==> src/rtl/load_store_unit.sv <==
// Load/store unit: sits between the pipeline and the MMU. It handles byte/half/word loads
// with sign/zero extension, read-modify-write sub-word stores, and misalignment detection.
module load_store_unit #(
   parameter int unsigned DATA_WIDTH = 32,
   parameter int unsigned ADDR_WIDTH = 32
) (
   input  logic                  clk,
   input  logic                  rst,
   input  logic                  req_valid,
   input  logic                  req_we,
   input  logic [1:0]            req_size,
   input  logic                  req_unsigned,
   input  logic [ADDR_WIDTH-1:0] req_addr,
   input  logic [DATA_WIDTH-1:0] req_w_data,
   output logic                  stall,
   output logic                  resp_valid,
   output logic [DATA_WIDTH-1:0] resp_data,
   output logic                  misalign_err,
   output logic                  mem_valid,
   output logic                  mem_we,
   output logic [ADDR_WIDTH-1:0] mem_addr,
   output logic [DATA_WIDTH-1:0] mem_w_data,
   input  logic [DATA_WIDTH-1:0] mem_r_data,
   input  logic                  mem_ready
);

   typedef enum logic [1:0] {IDLE, LD_WAIT, RMW_RD, WR_WAIT} state_t;

   localparam logic [1:0] SZ_BYTE = 2'b00;
   localparam logic [1:0] SZ_HALF = 2'b01;
   localparam logic [1:0] SZ_WORD = 2'b10;

   state_t      state;
   logic [1:0]  lat_lo;
   logic [1:0]  lat_size;
   logic        lat_unsigned;
   logic [15:0] lat_w_data;
   logic        accept;
   logic        misaligned;

   // The registered resp_valid keeps the just-completed instruction from being taken twice.
   assign stall  = req_valid && !resp_valid;
   assign accept = req_valid && !resp_valid;

   always_comb begin
      misaligned = 1'b0;
      case (req_size)
         SZ_HALF: misaligned = req_addr[0];
         SZ_WORD: misaligned = (req_addr[1:0] != 2'b00);
         SZ_BYTE: misaligned = 1'b0;
         default: misaligned = 1'b1;
      endcase
   end

   // Select the addressed byte/half from a read word and extend it.
   function automatic logic [DATA_WIDTH-1:0] extract(input logic [DATA_WIDTH-1:0] word,
                                                      input logic [1:0] size,
                                                      input logic [1:0] lo,
                                                      input logic uns);
      logic [DATA_WIDTH-1:0] b_sh;
      logic [DATA_WIDTH-1:0] h_sh;
      b_sh = word >> {lo, 3'b000};
      h_sh = word >> {lo[1], 4'b0000};
      case (size)
         SZ_BYTE: extract = uns ? DATA_WIDTH'(b_sh[7:0])
                                : {{(DATA_WIDTH-8){b_sh[7]}}, b_sh[7:0]};
         SZ_HALF: extract = uns ? DATA_WIDTH'(h_sh[15:0])
                                : {{(DATA_WIDTH-16){h_sh[15]}}, h_sh[15:0]};
         default: extract = word;
      endcase
   endfunction

   // Insert the store byte/half into the read word, leaving the other lanes untouched.
   function automatic logic [DATA_WIDTH-1:0] merge(input logic [DATA_WIDTH-1:0] word,
                                                    input logic [15:0] wd,
                                                    input logic [1:0] size,
                                                    input logic [1:0] lo);
      logic [DATA_WIDTH-1:0] mask;
      logic [DATA_WIDTH-1:0] val;
      if (size == SZ_BYTE) begin
         mask = DATA_WIDTH'(8'hFF) << {lo, 3'b000};
         val  = DATA_WIDTH'(wd[7:0]) << {lo, 3'b000};
      end else begin
         mask = DATA_WIDTH'(16'hFFFF) << {lo[1], 4'b0000};
         val  = DATA_WIDTH'(wd) << {lo[1], 4'b0000};
      end
      merge = (word & ~mask) | val;
   endfunction

   always_ff @(posedge clk) begin
      if (rst) begin
         state        <= IDLE;
         lat_lo       <= 2'b00;
         lat_size     <= 2'b00;
         lat_unsigned <= 1'b0;
         lat_w_data   <= 16'h0000;
         mem_valid    <= 1'b0;
         mem_we       <= 1'b0;
         mem_addr     <= '0;
         mem_w_data   <= '0;
         resp_valid   <= 1'b0;
         resp_data    <= '0;
         misalign_err <= 1'b0;
      end else begin
         mem_valid    <= 1'b0;
         resp_valid   <= 1'b0;
         misalign_err <= 1'b0;
         case (state)
            IDLE: begin
               if (accept) begin
                  lat_lo       <= req_addr[1:0];
                  lat_size     <= req_size;
                  lat_unsigned <= req_unsigned;
                  lat_w_data   <= req_w_data[15:0];
                  if (misaligned) begin
                     resp_valid   <= 1'b1;
                     misalign_err <= 1'b1;
                     resp_data    <= '0;
                  end else begin
                     mem_addr  <= {req_addr[ADDR_WIDTH-1:2], 2'b00};
                     mem_valid <= 1'b1;
                     if (!req_we) begin
                        mem_we <= 1'b0;
                        state  <= LD_WAIT;
                     end else if (req_size == SZ_WORD) begin
                        mem_we     <= 1'b1;
                        mem_w_data <= req_w_data;
                        state      <= WR_WAIT;
                     end else begin
                        mem_we <= 1'b0;
                        state  <= RMW_RD;
                     end
                  end
               end
            end
            LD_WAIT: begin
               if (mem_ready) begin
                  resp_data  <= extract(mem_r_data, lat_size, lat_lo, lat_unsigned);
                  resp_valid <= 1'b1;
                  state      <= IDLE;
               end
            end
            RMW_RD: begin
               if (mem_ready) begin
                  mem_w_data <= merge(mem_r_data, lat_w_data, lat_size, lat_lo);
                  mem_we     <= 1'b1;
                  mem_valid  <= 1'b1;
                  state      <= WR_WAIT;
               end
            end
            WR_WAIT: begin
               if (mem_ready) begin
                  resp_data  <= '0;
                  resp_valid <= 1'b1;
                  state      <= IDLE;
               end
            end
            default: state <= IDLE;
         endcase
      end
   end

endmodule
==> config.mk <==
export PLATFORM = sky130hd
export DESIGN_NAME = load_store_unit
export DESIGN_NICKNAME = d
export VERILOG_FILES = /design/src/rtl/load_store_unit.sv
export SDC_FILE = /design/constraint.sdc
export NUM_CORES = 1
export LEC_CHECK = 0
export ABC_AREA = 1
export CAP_MARGIN = 20
export CORE_MARGIN = 8
export CORE_UTILIZATION = 45
export DETAILED_ROUTE_END_ITERATION = 16
export PLACE_DENSITY = 0.76
export RECOVER_POWER = 50
export SYNTH_ARGS = -nofsm -noshare
export SYNTH_HDL_FRONTEND = slang
export SYNTH_SLANG_ARGS = --single-unit
==> constraint.sdc <==
create_clock -name clk -period 2.4 [get_ports clk]
set_clock_uncertainty 0.05 [all_clocks]
set_input_delay 0.24 -clock clk [delete_from_list [all_inputs] [get_ports clk]]
set_output_delay 0.24 -clock clk [all_outputs]
set_load 0.1 [all_outputs]
# ---- Word-level counts from Yosys, hierarchy flattened
# Index checks and enable logic that the tools add are counted.
dict set report op_classes {
  eq_ne 15
  n_bitwise 5
  reduce_logical 16
  add_sub_neg 0
  n_mul 0
  muxes 43
  n_shift 6
  div 0
  magnitude_cmp 0
}
# operator n
set ops {}
lappend ops {{32-bit two-way mux} 19}
lappend ops {{32-bit case mux with 2 select lines} 2}
lappend ops {{32-bit case mux with 3 select lines} 1}
lappend ops {{32-bit AND} 1}
lappend ops {{32-bit inverter} 1}
lappend ops {{32-bit OR} 1}
lappend ops {{16-bit by 5-bit left shift with 32-bit output} 1}
lappend ops {{16-bit by 5-bit left shift with 32-bit output (first input constant)} 1}
lappend ops {{8-bit by 5-bit left shift with 32-bit output} 1}
lappend ops {{8-bit by 5-bit left shift with 32-bit output (first input constant)} 1}
lappend ops {{32-bit by 5-bit >> shifter with 16-bit output} 1}
lappend ops {{32-bit by 5-bit >> shifter with 8-bit output} 1}
lappend ops {{2-bit inequality test (second input constant)} 8}
lappend ops {{1-bit two-way mux} 11}
lappend ops {{2-bit two-way mux} 5}
lappend ops {{4-bit AND reduction} 2}
lappend ops {{2-bit by 1-bit equality test with 1-bit output (second input constant)} 3}
lappend ops {{2-bit equality test (second input constant)} 3}
lappend ops {{2-bit zero test} 3}
lappend ops {{1-bit case mux with 2 select lines} 3}
lappend ops {{2-bit case mux with 3 select lines} 1}
lappend ops {{6-bit AND reduction} 1}
lappend ops {{5-bit AND reduction} 1}
lappend ops {{2-bit nonzero test} 2}
lappend ops {{other kinds (9)} 11}
dict set report totals {
  regBits 121
  out_inout_bits 101
  memories 0
  latch_bits 0
  mem_bits_rw 0
  input_bits 104
  rom_bits 0
}

# ---- Depth between registers and ports, before layout
# Gate-level depths: netlist (run 1).
dict set report logic_depth {
  word_depth 10
  depth_mapped 12
}

# ---- Least setup slack after synthesis (run 1)
# No wires, ideal clock.
dict set report synth_path {
  kind {register -> register}
  from {reg resp_valid}
  to {reg mem_w_data[28]}
  arrival_ns 2.283
  setup_ns 0.114
  stages_incl_launch_ff 11
  setup_slack_ns -0.047
  period_less_slack_ns 2.447
  cell_sequence {dfxtp_1 > nor2_4 > nand3_2 > inv_2 > nand2_2 > nand2_2 > nand2_2 > buf_6 > buf_4 > a21oi_1 > nor2_1}
}
dict set report synth_between {
  elab_chain_cells 4
}
# item line
set synth_lines {}
lappend synth_lines {{from (decl)} 16} ;# output logic resp_valid,
lappend synth_lines {{from (signal assigned)} 101} ;# resp_valid <= 1'b0;
lappend synth_lines {{from (signal assigned)} 106} ;# resp_valid <= 1'b0;
lappend synth_lines {{from (signal assigned)} 116} ;# resp_valid <= 1'b1;
lappend synth_lines {{1-bit zero test} -}
lappend synth_lines {{1-bit logical AND} -}
lappend synth_lines {{named net stall} 15} ;# output logic stall,
lappend synth_lines {{2-bit inequality test (no line)} -}
lappend synth_lines {{6-bit AND reduction (no line)} -}
lappend synth_lines {{to (signal assigned)} 127} ;# mem_w_data <= req_w_data;
lappend synth_lines {{to (signal assigned)} 145} ;# mem_w_data <= merge(mem_r_data, lat_w_data, lat_size, lat_lo);
lappend synth_lines {{to (decl)} 22} ;# output logic [DATA_WIDTH-1:0] mem_w_data,
# The timed path passes the listed nets, and every way through them passes these cells.
# A chain may end at the register's enable or synchronous reset.

==> results.md, run 1 <==
* Pin count of the biggest net entering global routing at between 90 and 100
* Port buffer count at 202
* Final core occ at 0.619
* Setup tns final at 0 ns
* Leak Pwr at 3.60 nW
* Hold Crit Start: req_addr[9]
* Most area-consuming cells after synthesis: dfxtp_1 (40%), nand2_1 (17%), nor2_1 (11%)
* Most common library cells after synthesis: nand2_1 (268), nor2_1 (180), dfxtp_1 (121)
* Clock Sinks at between 100 and 150
* Reg2reg start: lat_size[1]
* Final instance area at between 8000 and 9000 um2
* Num ports at just over 200
* CORE AREA at around 13000 um2
* Fin. max-slew vios at 0
* Avg WL per Cell at ~16 um
* Setup crit start: rst
* R2R depth at 9
* Initial antenna violation count at 0
* FF-to-FF End: resp_data[1]
* CP endpoint: lat_w_data[9]
* GRT Residual Overflow at 0
* Seq cells post-synth at ~120
* Share of layout cells above drive strength 1 at 0.0837
* Slew headroom at 0.00826
* Max_cap viols at 0
* Vias at slightly below 7k
* 1st-iter DRT viols at around 530
* # setup viols final at 0
* First-pass GRT wire length at 33300 um
* Post-DP HPWL at 15500 um
* Min Clock Period, post-route at approximately 2 ns
* Vias per cell at 5.04
* Critical path arrival at 2.33 ns
* Worst Path Required at around 2.7 ns
* Vias in the first global route at 6282
* Root buf cell: clkbuf_16
* Library cells used by synthesis at 28
* CTS tree: yes
* Worst-case clock buffer depth at 2
* Synth warn at 0
* Final nets at ~1.3k
* Period utilisation layout at 0.847
* Cts bufs inserted at 17
* Layout area overhead at 34.7%
* Setup bufs post-CTS at 0
* Total GRT Usage at 0.236
* Fin Hold WS at between 0.3 and 0.4 ns
* Slowest cell on crit path: buf_2
* Post_cts resized at 0
* Worst Hold Class: input pin to register
* Initial Util at 0.459
* Cell Area, Synth at approximately 6100 um2
* Multi-input gate area at roughly 3100 um2
* RSZ-0062 raised after global routing: no
* Rows at between 40 and 50
* Dominant cell type by area after synthesis: dfxtp_1
* CTS clk-pin slew, worst paths at ~0.060 ns
* Mean Syn Cell Area at approximately 6.3 um2
* Synth top area share at 0.398
* Pwr/cell area at approximately 860 nW/um2
* Final GP Congestion at roughly 0.96
* Clk Latency, worst-skew pair at between 0.4 and 0.5 ns
* Detailed Routing Iterations Pass 1 at 8
* DP Area at approximately 8000 um2
* FMAX at approximately 0.5 GHz
* Reg2reg setup slack at around 0.43 ns
* Storage cell area at 2420 um2
* Hold Vio Cnt, Final at 0
* Synth Flop Type: dfxtp_1
* Filler instances at roughly 1.4k
* Fraction of registers with async set/reset at 0
* Endpoint type of the worst setup path: register
* Die W at between 100 and 150 um
* Crit Path Max Fanout at 90
* Status: completed
* Ant diodes at 0
* H-tree depth at 4
* Count leader, synth: nand2_1
* Crit Path Category: input pin to register
* Routed Antenna Nets at 0
* CP peak stage delay at around 1.1 ns
* WL final at ~21000 um
* Peak VDD IR at 672 uV
* Die Height at between 100 and 150 um
* DRC at 0
* Seq/Total Area, Yosys at 0.398
* Die Area at ~17000 um2
* Post-synth EDFFs at 0
* Cell Chain, Critical Path: clkdlybuf4s50_1 > clkinv_1 > buf_2 > o21ai_0 > a21oi_1
* CTS hold repair buffers at 0
* Cells after Synth at approximately 960
* Final worst setup slack at between 0.3 and 0.4 ns
* Least-Margin Pin Slew at 1.49 ns
* Post-place setup slack at roughly 0.26 ns
* Startpoint Class: input pin
## state kept, by name, indices dropped and copies added (netlist names)
signal and cells:
resp_data 32, lat_lo 2, mem_we 1, state 2
mem_valid 1, resp_valid 1, misalign_err 1, lat_size 2
mem_w_data 32, lat_unsigned 1, lat_w_data 16, mem_addr 30
## cells by family (layout without fill, tap and decap cells)
kind of cell	Yosys count	in the layout	synth area share
AOI/OAI and AO/OA	176	176	0.149
buffers and inverters	140	336	0.0981
DFF	121	121	0.398
other	1	2	0.000617
and+or+nand+nor	524	524	0.354
## per-stage QoR
step | instances | total power, mW
floorplan | 963 | 3.96
global placement | 1304 | 4.56
detailed placement | 1304 | 4.58
CTS | 1335 | 7.15
global route | 1335 | 7.32
finish | 1335 | 7.03
## area by class of cell
cell class | count | share of cell area
Sequential cell | 121 | 0.296
Multi-Input combinational cell | 702 | 0.375
Clock inverter | 8 | 0.0113
Inverter | 87 | 0.0399
Timing Repair Buffer | 218 | 0.191
Tap cell | 176 | 0.0269
Clock buffer | 23 | 0.0608
## cell usage in the layout (no fill, tap or decap), types with 2 or more instances in the layout
cell | netlist | layout
a21oi_1 | 82 | 82
a31oi_1 | 3 | 3
buf_12 | 0 | 2
buf_4 | 7 | 18
bufinv_16 | 0 | 2
clkbuf_1 | 27 | 95
clkbuf_16 | 0 | 17
clkbuf_8 | 0 | 5
clkdlybuf4s50_1 | 0 | 102
clkinv_2 | 0 | 5
conb_1 | 1 | 2
dfxtp_1 | 121 | 120
inv_1 | 76 | 76
inv_2 | 10 | 10
nand2_1 | 268 | 268
nand2_2 | 6 | 6
nand3_1 | 44 | 44
nand3_2 | 2 | 2
nor2_1 | 180 | 179
nor2_2 | 3 | 4
nor2_4 | 4 | 4
o21ai_0 | 80 | 81
o21ai_1 | 7 | 6
or2_2 | 15 | 15
## worst min-delay path by stage
stage,endpoint,slack [ns],cells past startpoint
after CTS,mem_addr[23],0.38,3
final,mem_addr[9],0.39,3
after floorplan,lat_w_data[13],0.34,2
after global routing,mem_addr[23],0.40,3
after global placement,resp_data[25],0.40,2
after detailed placement,resp_data[25],0.41,2
## report_power, final
group	total, mW	leakage, nW	switching, mW	internal [mW]
clock network	2.57	0.295	0.916	1.65
logic	2.20	2.32	1.68	0.518
registers	2.27	0.988	0.0909	2.17
total	7.03	3.60	2.69	4.34
## per-layer routing
layer  share of wire  GRT usage
met5               0          0
met3           0.096     0.0766
met2            0.45      0.367
met1            0.43      0.298
met4           0.026     0.0927
## critical path: cells and delay by family
family                 cells  cell delay [ns]
buffers and inverters      3             1.56
AOI/OAI and AO/OA          2             0.51
(Power assumes the default switching activity.)
==> run 2: changes to the inputs <==
clock period = 2.05 ns   (was 2.4 ns; I/O delays follow)
==> run 2 against run 1 <==
  * Register-to-register slack worse by 0.09 ns
  * Highest routed layer unchanged
  * Die area is the same
  * Critical path depth unchanged
  * Sequential power up 17%
  * Wire length decreased by 3.0%
  * Setup slack lost 0.050 ns
  * Sequential share of layout area decreased by 0.71 points
  * Count of clock-buffer cells in the layout did not move
  * Hold slack worse by 0.029 ns
  * Cell count rose by 0.82%
  * Global-route usage decreased by 0.45 points
==> results.md, run 2 (synthesis results as in run 1) <==
* Status: completed
* CTS clk-pin slew, worst paths at approximately 0.05 ns
* Slew headroom at 0.392
* Min Clock Period, post-route at between 1.5 and 2 ns
* Post-place setup slack at between 0.1 and 0.15 ns
* Sequential power share at 0.324
* Pin count of the biggest net entering global routing at 91
* Final GP Congestion at ~0.94
* Clock Sinks at around 120
* Filler instances at approximately 1.3k
* Most common cell after layout, fill and taps aside: nand2_1
* Startpoint Class: input pin
* Sw Ratio at 0.381
* Die W at ~130 um
* Port buffer count at between 200 and 250
* DRC at 0
* Internal power at 5.06 mW
* Initial antenna violation count at 0
* Die Height at around 130 um
* Fin. max-slew vios at 0
* Vias at between 6k and 7k
* Final core occ at 0.635
* Final instance area at roughly 8400 um2
* Total GRT Usage at 0.232
* Setup crit start: rst
* Layout area overhead at 38.2%
* CTS tree: yes
* Switching Power at 3.12 mW
* Vias per cell at between 4 and 5
* Tot Pwr at a little over 8 mW
* Reg2reg start: resp_valid
* Max_cap viols at 0
* FF-to-FF End: mem_w_data[17]
* H-tree depth at 4
* Setup tns final at 0 ns
* CP endpoint: lat_size[0]
* Most frequent cells in the layout: nand2_1 (269), nor2_1 (179), dfxtp_1 (120)
* Storage cell area at 2430 um2
* RSZ-0062 raised after global routing: no
* First-pass GRT wire length at 32900 um
* Initial Util at 0.459
* Endpoint type of the worst setup path: register
* Pwr/cell area at 973 nW/um2
* Worst-case clock buffer depth at 2
* FMAX at slightly below 0.6 GHz
* GRT Residual Overflow at 0
* Clock network power share at 0.354
* Leak Pwr at approximately 4.0 nW
* WL final at slightly above 20000 um
* Multi-input gate area at between 3000 and 4000 um2
* Rows at 42
* Hold Vio Cnt, Final at 0
* Avg WL per Cell at 15.2 um
* Detailed Routing Iterations Pass 1 at 5
* Share of layout cells above drive strength 1 at 0.171
* Cts bufs inserted at 17
* Worst Hold Class: input pin to register
* CORE AREA at about 13000 um2
* Worst Path Required at between 2 and 2.5 ns
* Clk Latency, worst-skew pair at 0.42 ns
* Period utilisation layout at 0.845
* Routed Antenna Nets at 0
* Peak VDD IR at 675 uV
* Final worst setup slack at 0.317 ns
* Final nets at ~1.3k
* R2R depth at 10
* Least-Margin Pin Slew at 0.911 ns
* Crit Path Max Fanout at 90
* Vias in the first global route at about 6.4k
* Die Area at 17500 um2
* Root buf cell: clkbuf_16
* CTS hold repair buffers at 0
* # setup viols final at 0
* Reg2reg setup slack at between 0.3 and 0.4 ns
* 1st-iter DRT viols at 508
* Ant diodes at 0
* Top flop regs: mem_w_data: 32 flops, resp_data: 32 flops, mem_addr: 30 flops
* Setup bufs post-CTS at 0
* Num ports at 205
* Post_cts resized at 0
* Post-DP HPWL at ~15000 um
* Comb power frac at 0.322
* Critical path arrival at between 2 and 2.5 ns
* Crit Path Category: input pin to register
* DP Area at 8100 um2
run 2: cell count changes in the layout (fill, tap and decap cells not counted), moves of 3 or more:
cell / delta
buf_12: +3
clkbuf_2: +98
buf_4: +3
clkbuf_8: -3
a21oi_1: -3
clkbuf_1: -91
a21oi_2: +3
run 2: worst max-delay path, stage by stage:
cell           delay (ns)
dlygate4sd3_1        0.55
clkinv_1             0.05
clkbuf_4             0.65
o21ai_0              0.28
a21oi_1              0.17
run 2: how the worst min path moves through the flow:
stage | from | endpoint | slack (ns) | depth (start not counted)
2_1_floorplan | req_w_data[13] | lat_w_data[13] | 0.30 | 2
3_3_place_gp | resp_data[23] | resp_data[23] | 0.40 | 2
3_5_place_dp | resp_data[22] | resp_data[22] | 0.41 | 2
4_1_cts | req_addr[22] | mem_addr[22] | 0.34 | 3
5_1_grt | req_addr[20] | mem_addr[20] | 0.37 | 3
6_report | req_addr[20] | mem_addr[20] | 0.36 | 3
run 2: metrics by stage:
stage          instances  hold WS (ns)
3_5_place_dp        1314         0.407
2_1_floorplan        963         0.303
4_1_cts             1346         0.343
3_3_place_gp        1314         0.404
6_report            1346         0.363
5_1_grt             1346         0.370
run 2: power by group through the flow:
stage / Clock (mW) / Sequential, mW / Combinational [mW]
6_report: 2.89 / 2.65 / 2.63
3_3_place_gp: 0 / 2.70 / 2.70
3_5_place_dp: 0 / 2.70 / 2.70
4_1_cts: 2.93 / 2.65 / 2.72
5_1_grt: 3.04 / 2.67 / 2.83
2_1_floorplan: 0 / 3.61 / 1.03
run 2: layout make-up:
type	count	area share
Clock buffer	23	0.0557
Clock inverter	9	0.0116
Inverter	87	0.0389
Multi-Input combinational cell	702	0.366
Sequential cell	121	0.289
Tap cell	176	0.0262
Timing Repair Buffer	228	0.213
run 2: layer usage:
metal  GRT usage  share of wire  up-vias
met5           0              0        -
met4      0.0719          0.017        0
met3      0.0926           0.11       30
met2       0.373           0.45      314
met1       0.277           0.42     2924
li1            -              -     3408
==> run 3: changes to the inputs <==
clock period = 1.6 ns   (was 2.05 ns; I/O delays follow)
==> run 3 against run 2 <==
  * Register-to-register slack worse by 0.27 ns
  * Global-route usage rose by 2.3 points
  * Wire length grew 12%
  * Count of clock-buffer cells in the layout rose by 1
  * Setup slack got worse by 0.25 ns
  * Non-clock buffer count grew 37
  * Final area up 6.0%
  * Sequential share of layout area is 1.6 points lower
  * Cell count increased by 2.9%
  * Sequential power increased by 29%
  * Flip-flop and latch count unchanged
==> results.md, run 3 (synthesis results as in run 1) <==
* Setup crit start: state[0]
* Fin. max-slew vios at 0
* Reg2reg start: state[0]
* Fin Hold WS at roughly 0.26 ns
* # setup viols final at 0
* Detailed Routing Iterations Pass 1 at 7
* Root buf cell: clkbuf_16
* Status: completed
* Cts bufs inserted at 17
* Filler instances at approximately 1.1k
* Peak VDD IR at around 680 uV
* Leak Pwr at 4.24 nW
* Max_cap viols at 0
* Die Area at 17500 um2
* Vias at 7106
* Final GP Congestion at approximately 0.96
* Vias per cell at 5.13
* Slowest cell on crit path: dfxtp_1
* Multi-input gate area at roughly 3200 um2
* Rows at 42
* Period utilisation layout at 0.956
* Final worst setup slack at just over 0.07 ns
* Worst path buffer plus inverter count at 3
* Clk Latency, worst-skew pair at roughly 0.42 ns
* Vias in the first global route at 6704
* Cell Chain, Critical Path: inv_2 > nand3_2 > buf_4 > clkbuf_4 > o21ai_0 > nor2_1
* Hold Path Sink: lat_w_data[13]
* Layout area overhead at 46.5%
* Setup bufs post-CTS at 0
* Num ports at between 200 and 250
* RSZ-0062 raised after global routing: no
* CTS hold repair buffers at 0
* CTS tree: yes
* Worst-case clock buffer depth at 2
* GRT Residual Overflow at 0
* Ant diodes at 0
* Worst Hold Class: input pin to register
* Die Height at around 130 um
* CORE AREA at 13200 um2
* R2R depth at 6
* Tot Pwr at around 11 mW
* Slew headroom at 0.623
* Min Clock Period, post-route at about 1.5 ns
* Die W at roughly 130 um
* DP Area at ~10000 um2
* Hold Vio Cnt, Final at 0
* Top flop regs: mem_w_data: 32 flops, resp_data: 32 flops, mem_addr: 30 flops
* Endpoint type of the worst setup path: register
* FMAX at 0.654 GHz
* Post-DP HPWL at ~17000 um
* H-tree depth at 4
* CP delay by family, top: buffers and inverters
* Share of layout cells above drive strength 1 at 0.221
* Initial Util at 0.459
* Critical path arrival at 1.84 ns
* Reg2reg setup slack at 0.07 ns
* Startpoint Class: register
* Pin count of the biggest net entering global routing at 50
* 1st-iter DRT viols at 783
* Storage cell area at between 2000 and 2500 um2
* Hold Crit Start: req_w_data[13]
* Worst Hold Path Cells at 3
* Crit Path Category: register to register
* Clock Sinks at around 120
* Crit Path Max Fanout at 30
* Final instance area at 8910 um2
* Post-place setup slack at -0.354 ns
* First-pass GRT wire length at ~36000 um
* CP peak stage delay at about 0.42 ns
* DRC at 0
* Pwr/cell area at between 1000 and 1500 nW/um2
* Most frequent cells in the layout: nand2_1 (265), nor2_1 (179), dfxtp_1 (117)
* Worst Path Required at around 1.9 ns
* Port buffer count at 202
* Setup tns final at 0 ns
* CTS clk-pin slew, worst paths at around 0.060 ns
* Final nets at around 1.3k
* FF-to-FF End: lat_w_data[10]
* Total GRT Usage at 0.255
* Initial antenna violation count at 0
* WL final at 23000 um
* Least-Margin Pin Slew at 0.568 ns
* Avg WL per Cell at approximately 17 um
* Most common cell after layout, fill and taps aside: nand2_1
* Routed Antenna Nets at 0
## run 3: area by class of cell
class / count / share of cell area
multi-input cells: 704 / 0.360
flip-flops and latches: 121 / 0.273
repair buffers: 265 / 0.238
clock buffers: 24 / 0.0541
inverters: 87 / 0.0372
well taps: 176 / 0.0247
clock inverters: 8 / 0.0132
## run 3: worst max-delay path by stage
stage / to / slack, ns / depth (start not counted)
after global placement: mem_w_data[26] / -0.26 / 11
after detailed placement: mem_w_data[17] / -0.35 / 11
after floorplan: mem_w_data[16] / -0.42 / 11
after global routing: mem_w_data[26] / 0.002 / 8
final: lat_w_data[10] / 0.07 / 6
after CTS: mem_w_data[17] / 0.02 / 9
## run 3: metrics by stage
step	cells	util
6_report	1385	0.673
3_3_place_gp	1350	0.734
5_1_grt	1385	0.673
3_5_place_dp	1350	0.734
4_1_cts	1382	0.780
2_1_floorplan	963	-
## run 3: what timing repair did
action,in CTS,in global routing
endpoints found under the hold margin,0,0
pin swaps,0,3
gates cloned,0,3
gates resized for setup,1,11
endpoints found under the setup margin,1,37
## run 3: report_power, final
part,switching (mW),internal (mW)
combinational,2.67,1.04
clock,1.36,2.56
sequential,0.144,3.26
## run 3: worst min-delay path, delay by kind of cell
| kind | cells | cell delay, ns |
|---|---|---|
| AOI/OAI and AO/OA | 1 | 0.06 |
| buffers and inverters | 2 | 0.47 |
## run 3: routing by layer
layer	global-route usage	wire length, um	vias up
met3	0.0617	2000	38
li1	-	-	3481
met4	0.106	578	0
met5	0	0	-
met2	0.406	10700	336
met1	0.324	9710	3251
